### src/rtl/cnn_stream_rx_pkg.sv
// rtl/cnn_stream_rx_pkg.sv - shared defaults, state encoding and error-flag order for the CNN stream receiver
package cnn_stream_rx_pkg;

  // Default widths: row/col/geometry and pixel data
  localparam int W_SIZE_DEF = 12;
  localparam int W_DATA_DEF = 8;

  // Receiver states (2-bit encoding)
  typedef enum logic [1:0] {
    ST_IDLE   = 2'd0,
    ST_ARMED  = 2'd1,
    ST_VSYNC  = 2'd2,
    ST_ACTIVE = 2'd3
  } state_t;

  // Error flag vector bit order: {frame, long, short}
  localparam int ERR_SHORT = 0;
  localparam int ERR_LONG  = 1;
  localparam int ERR_FRAME = 2;
  localparam int N_ERR     = 3;

  // Saturating 16-bit increment for the statistics counters
  function automatic logic [15:0] sat_inc16(input logic [15:0] v);
    return (v == 16'hFFFF) ? v : v + 16'd1;
  endfunction

endpackage

### src/rtl/cnn_rx_pos_cnt.sv
// rtl/cnn_rx_pos_cnt.sv - row/col position counters with end-of-line, last-pixel and line-length checks
module cnn_rx_pos_cnt #(
  parameter int W_SIZE = 12
) (
  input  logic              clk,
  input  logic              rstn,
  input  logic              clr,
  input  logic              beat,
  input  logic              line_end,
  input  logic [W_SIZE-1:0] width,
  input  logic [W_SIZE-1:0] height,
  output logic [W_SIZE-1:0] row,
  output logic [W_SIZE-1:0] col,
  output logic              accept,
  output logic              eol,
  output logic              last,
  output logic              long_err,
  output logic              short_err
);

  localparam logic [W_SIZE-1:0] ONE = W_SIZE'(1);

  // col runs up to width so an overlong line is detectable before the line ends
  assign accept    = beat && (col < width);
  assign eol       = (col == width - ONE);
  assign last      = eol && (row == height - ONE);
  assign long_err  = beat && (col == width);
  assign short_err = line_end && (col != '0) && (col < width);

  // Position update: clear outside the active frame, wrap at frame end, advance row at line end
  always_ff @(posedge clk or negedge rstn) begin
    if (!rstn) begin
      row <= '0;
      col <= '0;
    end else if (clr) begin
      row <= '0;
      col <= '0;
    end else if (accept && last) begin
      row <= '0;
      col <= '0;
    end else if (accept) begin
      col <= col + ONE;
    end else if (line_end && (col != '0)) begin
      col <= '0;
      // a short last line pushes row to height and holds it there, so the frame never completes
      if (row != height) begin
        row <= row + ONE;
      end
    end
  end

endmodule

### src/rtl/cnn_stream_rx.sv
// rtl/cnn_stream_rx.sv - CNN frame-timing receiver: position recovery, re-timing, geometry checks; stats under CNN_RX_STATS_EN
module cnn_stream_rx
  import cnn_stream_rx_pkg::*;
#(
  parameter int W_SIZE = W_SIZE_DEF,
  parameter int W_DATA = W_DATA_DEF
) (
  input  logic              clk,
  input  logic              rstn,
  input  logic [W_SIZE-1:0] q_width,
  input  logic [W_SIZE-1:0] q_height,
  input  logic              q_start,
  input  logic              i_vsync_run,
  input  logic              i_hsync_run,
  input  logic              i_data_run,
  input  logic [W_DATA-1:0] i_data,
  output logic              o_valid,
  output logic [W_DATA-1:0] o_data,
  output logic [W_SIZE-1:0] o_row,
  output logic [W_SIZE-1:0] o_col,
  output logic              o_eol,
  output logic              o_frame_done,
  output logic              o_err_short_line,
  output logic              o_err_long_line,
  output logic              o_err_frame,
  output logic              o_busy,
  output logic [15:0]       o_frame_cnt,
  output logic [15:0]       o_err_cnt
);

  state_t            state;
  logic [W_SIZE-1:0] width_q;
  logic [W_SIZE-1:0] height_q;
  logic              run_q;
  logic              last_pend;
  logic [N_ERR-1:0]  err_q;
  logic [N_ERR-1:0]  err_set;
  logic [N_ERR-1:0]  err_base;
  logic [N_ERR-1:0]  err_next;

  logic              active_beat;
  logic              beat;
  logic              line_end;
  logic              clr;
  logic              start_ok;
  logic              zero_geom;

  logic [W_SIZE-1:0] row;
  logic [W_SIZE-1:0] col;
  logic              accept;
  logic              eol;
  logic              last;
  logic              long_err;
  logic              short_err;

  // Horizontal blank carries no timing meaning here; line ends come from data_run falling
  logic              hsync_unused;
  assign hsync_unused = i_hsync_run;

  // vsync has priority over a coincident data beat
  assign active_beat = (state == ST_ACTIVE) && !i_vsync_run;
  assign beat        = active_beat && i_data_run;
  assign line_end    = active_beat && !i_data_run && run_q;
  assign clr         = (state != ST_ACTIVE) || i_vsync_run;
  assign start_ok    = (state == ST_IDLE) && q_start;
  assign zero_geom   = (q_width == '0) || (q_height == '0);

  cnn_rx_pos_cnt #(.W_SIZE(W_SIZE)) u_pos_cnt (
    .clk       (clk),
    .rstn      (rstn),
    .clr       (clr),
    .beat      (beat),
    .line_end  (line_end),
    .width     (width_q),
    .height    (height_q),
    .row       (row),
    .col       (col),
    .accept    (accept),
    .eol       (eol),
    .last      (last),
    .long_err  (long_err),
    .short_err (short_err)
  );

  // Error events this cycle; a new arm clears the sticky flags before new events land
  always_comb begin
    err_set            = '0;
    err_set[ERR_SHORT] = short_err;
    err_set[ERR_LONG]  = long_err;
    err_set[ERR_FRAME] = (start_ok && zero_geom) || ((state == ST_ACTIVE) && i_vsync_run);
    err_base           = start_ok ? '0 : err_q;
    err_next           = err_base | err_set;
  end

  assign o_err_short_line = err_q[ERR_SHORT];
  assign o_err_long_line  = err_q[ERR_LONG];
  assign o_err_frame      = err_q[ERR_FRAME];
  assign o_busy           = (state != ST_IDLE);

  // Receiver FSM, sticky errors and one-cycle re-timing of accepted pixels
  always_ff @(posedge clk or negedge rstn) begin
    if (!rstn) begin
      state        <= ST_IDLE;
      width_q      <= '0;
      height_q     <= '0;
      run_q        <= 1'b0;
      last_pend    <= 1'b0;
      err_q        <= '0;
      o_valid      <= 1'b0;
      o_data       <= '0;
      o_row        <= '0;
      o_col        <= '0;
      o_eol        <= 1'b0;
      o_frame_done <= 1'b0;
    end else begin
      run_q        <= i_data_run;
      err_q        <= err_next;
      o_valid      <= accept;
      o_eol        <= accept && eol;
      last_pend    <= accept && last;
      o_frame_done <= last_pend;
      if (accept) begin
        o_data <= i_data;
        o_row  <= row;
        o_col  <= col;
      end
      case (state)
        ST_IDLE: begin
          if (q_start) begin
            width_q  <= q_width;
            height_q <= q_height;
            if (!zero_geom) begin
              state <= ST_ARMED;
            end
          end
        end
        ST_ARMED: begin
          if (i_vsync_run) begin
            state <= ST_VSYNC;
          end
        end
        ST_VSYNC: begin
          if (!i_vsync_run) begin
            state <= ST_ACTIVE;
          end
        end
        ST_ACTIVE: begin
          if (i_vsync_run) begin
            state <= ST_VSYNC;
          end else if (accept && last) begin
            state <= ST_IDLE;
          end
        end
        default: state <= ST_IDLE;
      endcase
    end
  end

`ifdef CNN_RX_STATS_EN
  logic        err_new;
  logic [15:0] frame_cnt;
  logic [15:0] err_cnt;

  assign err_new = |(err_set & ~err_base);

  // Saturating frame and error-event counters, cleared only by reset
  always_ff @(posedge clk or negedge rstn) begin
    if (!rstn) begin
      frame_cnt <= '0;
      err_cnt   <= '0;
    end else begin
      if (last_pend) begin
        frame_cnt <= sat_inc16(frame_cnt);
      end
      if (err_new) begin
        err_cnt <= sat_inc16(err_cnt);
      end
    end
  end

  assign o_frame_cnt = frame_cnt;
  assign o_err_cnt   = err_cnt;
`else
  assign o_frame_cnt = '0;
  assign o_err_cnt   = '0;
`endif

endmodule

### config.mk
export PLATFORM = sky130hd
export DESIGN_NAME = cnn_stream_rx
export DESIGN_NICKNAME = d
export VERILOG_FILES = /design/src/rtl/cnn_stream_rx_pkg.sv /design/src/rtl/cnn_rx_pos_cnt.sv /design/src/rtl/cnn_stream_rx.sv
export SDC_FILE = /design/constraint.sdc
export NUM_CORES = 1
export LEC_CHECK = 0
export ABC_AREA = 0
export CORE_MARGIN = 2
export CORE_UTILIZATION = 40
export DETAILED_ROUTE_END_ITERATION = 12
export GPL_ROUTABILITY_DRIVEN = 0
export PLACE_DENSITY = 0.64
export SETUP_SLACK_MARGIN = 0.3
export SYNTH_ARGS = -nofsm -noshare
export SYNTH_HDL_FRONTEND = slang
export SYNTH_SLANG_ARGS = --single-unit
### constraint.sdc
create_clock -name clk -period 3.95 [get_ports clk]
set_input_delay 0.79 -clock clk [delete_from_list [all_inputs] [get_ports clk]]
set_output_delay 0.79 -clock clk [all_outputs]
set_load 0.01 [all_outputs]
==> results of run 1 <==
## critical path, cell delays in order (launching register included)
cell      delay [ns]
dfrtp_1         0.41
inv_1           0.09
ha_1            0.17
nor3b_1         0.65
nand3_1         0.17
xnor2_1         0.17
nor4_1          0.41
o221ai_2        0.27
nor4_4          0.58
o21ai_2         0.12
## where the power goes
part,leakage (uW),switching [uW],internal [uW]
registers,0.00118,135,1030
clock network,0.000136,351,488
logic,0.00148,343,304
## sequential cells by signal (all words and copies together) (netlist names)
| register | flops |
|---|---|
| run_q | 1 |
| u_pos_cnt.row | 12 |
| u_pos_cnt.col | 12 |
| width_q | 12 |
| o_frame_done | 1 |
| err_q | 3 |
| o_col | 12 |
| last_pend | 1 |
| o_row | 12 |
| o_eol | 1 |
| o_data | 8 |
| height_q | 12 |
| o_valid | 1 |
| state | 2 |
## worst paths after layout
| kind | startpoint | endpoint | slack, ns | depth (start not counted) |
|---|---|---|---|---|
| setup reg to reg | height_q[0] | u_pos_cnt.col[1] | 0.75 | 9 |
| hold / removal | last_pend | o_frame_done | 0.35 | 0 |
| hold reg to reg | last_pend | o_frame_done | 0.35 | 0 |
| min in group asynchronous | rstn | o_row[1] | 0.44 | 1 |
| setup / recovery | height_q[0] | u_pos_cnt.col[1] | 0.75 | 9 |
| max in group asynchronous | rstn | o_data[1] | 2.75 | 2 |
## cell type report
class,instances,area (um^2)
clock buffer,11,233
clock inverter,5,55.1
fill,1202,6350
inverter,22,82.6
multi-input combinational,394,2620
sequential,90,2250
tap,172,215
timing repair buffer,84,816
## kinds of logic after synthesis
kind of cell | count (synthesis) | share of synthesized area [%]
buffers and inverters | 76 | 8.11
XOR/XNOR | 42 | 7.12
AND/OR/NAND/NOR | 198 | 20.0
AO/OA/AOI/OAI | 71 | 9.59
other | 1 | 0.0726
adder cells (fa/ha/maj) | 17 | 4.12
multiplexers | 34 | 7.36
flip-flops | 90 | 43.6
## through the flow
step	hold slack, ns	worst slack [ns]
6_report	0.351	0.747
5_1_grt	0.367	0.505
4_1_cts	0.355	0.753
3_5_place_dp	0.340	0.672
3_3_place_gp	0.340	0.741
2_1_floorplan	0.331	1.12
## per-layer routing
layer	vias up	part of all wire, %	routed length (um)
li1	1926	-	-
met4	0	0.94	112
met2	76	54	6380
met3	9	4.0	476
met5	-	0	0
met1	1992	42	4950
## placed cells by master, fill, tap and decap left out, types with 5 or more instances in the layout
cell type	synthesis	routed
mux2_2	32	32
o21ai_0	25	25
a31oi_1	5	5
and2_1	8	8
nand2_1	65	64
dfrtp_1	90	90
nand3_1	17	17
a21oi_1	10	10
nor2_2	5	5
xor2_1	23	23
or3_1	6	6
conb_1	1	32
xnor2_1	19	19
nor4_1	11	11
buf_4	33	10
inv_1	22	22
clkdlybuf4s50_1	0	74
ha_1	17	17
nor3_1	14	14
nand4_1	13	13
clkbuf_16	0	9
nor2_1	23	23
and3_1	12	12
==> results.yml, run 1 <==
synthesis:
  ys_types: 60
  ys.flop_type: "dfrtp_1"
  yosys-top-cells-area: "dfrtp_1 44%, mux2_2 7.0%, buf_4 4.8%"
  netlist_instances: 529
  synth_top_cell_by_area: "dfrtp_1"
  synthesis.area_mm2: 0.00517
  seq_area_frac_synth_pct: 43.6
  avgSynthCellArea_um2: 9.77
  async_flop_share_pct: 100
  synth_warnings: 0
  synth_commonest_cells: "90 x dfrtp_1, 65 x nand2_1, 33 x buf_4, 32 x mux2_2, 25 x o21ai_0"
  ys_seq_elements: 90
  synth.most_common_cell: "dfrtp_1"
  synth_top_area_share_pct: 43.6
  synth-edff-count: 0
setup_path:
  cp_max_fo: 7
  crit_type: "flip-flop to flip-flop"
  cp.arrival_ns: 3.42
  crit_path_end_kind: "flip-flop"
  start_kind: "flip-flop"
  worstPathRequired_ns: 4.16
detailed_routing:
  route.vias.total: 4003
  ant_nets: 0
  dr.pass1.iters: 4
  drc: 0
  post_drt_wl_per_cell_um: 15.3
  viasPerCell: 5.15
  finalWirelength_um: 11900
  drt_iter0_drc: 213
clock_tree:
  clkTransAtPathRegs_ns: 0.06
  post_cts_resized: 0
  cts_buffer_depth: 2
  htreeDepth: 3
  ctsRootBufferMaster: "clkbuf_16"
  post-cts-setup-buffers: 0
  cts_buffers: 9
  clock_latency_ns: 0.35
  cts.sinks: 90
  cts_tree: "done"
  postCtsHoldBufs: 0
placement:
  port_buffers: 75
  dp_hpwl_um: 9010
  dp.cells: 762
  placed_cell_area_mm2: 0.00598
global_routing:
  grt_max_degree: 45
  use_met2_pct: 32.8
  overflow: 0
  met3_usage_pct: 4.75
  grt_first_pass_wirelength_um: 20200
  antenna_found_initial: 0
  grt_use_total_pct: 18.0
  busiest_layer: "met2"
  grtUsageMet1_pct: 21.2
  grt_pass1_vias: 4071
power:
  power.density_mw_per_mm2: 423
  peakVddDrop_uv: 310
  power_leakage_uw: 0.00279
  finalPower_uw: 2650
finish:
  instances_no_fill: 778
  area_growth_pct: 21.3
  drive_gt1_share_pct: 12.2
  diodes: 0
  finish.instance_area_mm2: 0.00627
  fin_util_pct: 49.7
  fin_nets: 656
timing:
  tns_ns: 0
  rsz0062_at_grt: "no"
  hold_viol: 0
  setup_viol: 0
  finalCriticalPeriod_ns: 3.20
  slew_headroom_pct: 47.9
  clock_skew_ns: 0.00969
  worst_slew_pin_slew_ns: 0.777
  period_share_pct: 81.1
  clock.fmax_ghz: 0.312
  slew_viol_final: 0
floorplanning:
  fp.dieW_um: 118
  die_y_um: 118
  rows: 41
  dieArea_mm2: 0.0138
  start_util_pct: 40.9
  io_pins: 109
  coreArea_mm2: 0.0126
run_status:
  status: "finished, final reports clean"
min_path:
  holdCritPathClass: "flip-flop to flip-flop"
run:
  cap_violations: 0
(Power assumes the default switching activity.)
==> run 2: changes to the inputs <==
- clock period: 3.95 -> 3.3 ns (I/O delays scaled with it)
==> results.yml, run 2 (synthesis results as in run 1) <==
finish:
  fin_nets: 669
  mostFrequentLayoutCells: "89 x dfrtp_1, 74 x clkdlybuf4s50_1, 64 x nand2_1"
  drive_gt1_share_pct: 14.6
  final_common_cell: "dfrtp_1"
  area_growth_pct: 23.4
  diodes: 0
setup_path:
  start_kind: "flip-flop"
  worstPathRequired_ns: 3.53
  cp_max_fo: 5
  cp_top_family: "simple AND/OR/NAND/NOR gates"
  crit_path_end_kind: "flip-flop"
  cp_num_buf_inv: 1
  crit_type: "flip-flop to flip-flop"
  path_cells: "or4_1 > or4_4 > or3b_1 > a31oi_1 > o221ai_2 > o31ai_4 > buf_6 > nor2_1"
  cp_slowest_stage_delay_ns: 0.57
  crit_path_start: "height_q[0]"
  r2r_start: "height_q[0]"
  cp.arrival_ns: 3.16
  crit_slowest_cell: "or4_1"
detailed_routing:
  ant_nets: 0
  route.vias.total: 4069
  dr.pass1.iters: 4
  drt_iter0_drc: 181
  post_drt_wl_per_cell_um: 15.2
  finalWirelength_um: 12000
  viasPerCell: 5.15
  drc: 0
placement:
  dp_hpwl_um: 9160
  port_buffers: 75
timing:
  clock_skew_ns: 0.00733
  worst_slew_pin_slew_ns: 0.561
  hold_viol: 0
  period_share_pct: 89.0
  setup_viol: 0
  finalCriticalPeriod_ns: 2.94
  rsz0062_at_grt: "no"
  hold_slack_ns: 0.312
  slew_viol_final: 0
  tns_ns: 0
  clock.fmax_ghz: 0.341
  slew_headroom_pct: 62.6
run_status:
  status: "finished, final reports clean"
floorplanning:
  coreArea_mm2: 0.0126
  io_pins: 109
  fp.dieW_um: 118
  start_util_pct: 40.9
  rows: 41
  dieArea_mm2: 0.0138
  die_y_um: 118
clock_tree:
  cts_tree: "done"
  cts.sinks: 90
  clkTransAtPathRegs_ns: 0.06
  htreeDepth: 3
  cts_buffers: 9
  cts_buffer_depth: 2
  postCtsHoldBufs: 0
  ctsRootBufferMaster: "clkbuf_16"
  clock_latency_ns: 0.34
run:
  cap_violations: 0
power:
  power.density_mw_per_mm2: 494
  power_leakage_uw: 0.00287
  peakVddDrop_uv: 488
global_routing:
  overflow: 0
  grt_pass1_vias: 4134
  grt_max_degree: 51
  antenna_found_initial: 0
  grt_use_total_pct: 18.3
  grt_first_pass_wirelength_um: 20700
min_path:
  holdCritPathClass: "primary input to asynchronous set/reset pin"
==> run 2: cell count changes in the layout (fill, tap and decap cells not counted), sizes merged <==
cell,change
buf,+13
bufinv,-1
clkbuf,+1
clkinv,+1
clkinvlp,-2
==> run 2: cell type report <==
class	count	area (um^2)
Timing Repair Buffer	97	930
Clock buffer	12	256
Clock inverter	3	15.0
Inverter	22	82.6
Fill cell	1213	6240
Multi-Input combinational cell	394	2630
Sequential cell	90	2250
Tap cell	172	215
==> run 2: per-layer routing <==
metal  vias up  routed length (um)  GRT usage, %
met3        10                 442          4.80
met4         0                 129          4.44
met2        84                6390          32.8
met5         -                   0             0
met1      2023                5070          22.0
li1       1952                   -             -
==> run 2: what timing repair did <==
action,CTS,global route
setup endpoints to repair,5,23
setup buffers,0,3
cloned,0,0
gates resized for setup,1,3
pin swaps,1,3
==> run 2: power by group <==
group          internal, uW  leakage, uW  total, uW  switching, uW
Combinational           391      0.00155        811            420
Sequential             1230      0.00118       1390            160
Clock                   543     0.000138        947            404
==> run 2: worst paths after layout <==
path / depth (start not counted) / end / slack (ns)
max in group asynchronous: 2 / o_col[0] / 2.33
hold / removal: 1 / height_q[4] / 0.31
min in group clk: 0 / o_frame_done / 0.36
hold reg to reg: 0 / o_frame_done / 0.36
setup / recovery: 8 / u_pos_cnt.col[2] / 0.36
setup reg to reg: 8 / u_pos_cnt.col[2] / 0.36
==> run 2: metrics by stage <==
stage / instances / utilization, % / cell area (um^2) / setup WS, ns / power, uW
finish: 790 / 50.5 / 6380 / 0.363 / 3150
global route: 790 / 50.5 / 6380 / 0.302 / 3350
CTS: 787 / 50.3 / 6340 / 0.318 / 3160
detailed placement: 772 / 48.1 / 6070 / 0.311 / 2200
global placement: 772 / 48.1 / 6070 / 0.310 / 2170
floorplan: 560 / - / 5280 / 0.472 / 1920
==> run 3: changes to the inputs <==
- CAP_MARGIN: unset -> 20
==> results of run 3 <==
No change in the layout: final DEF, timing and power equal those of run 2.
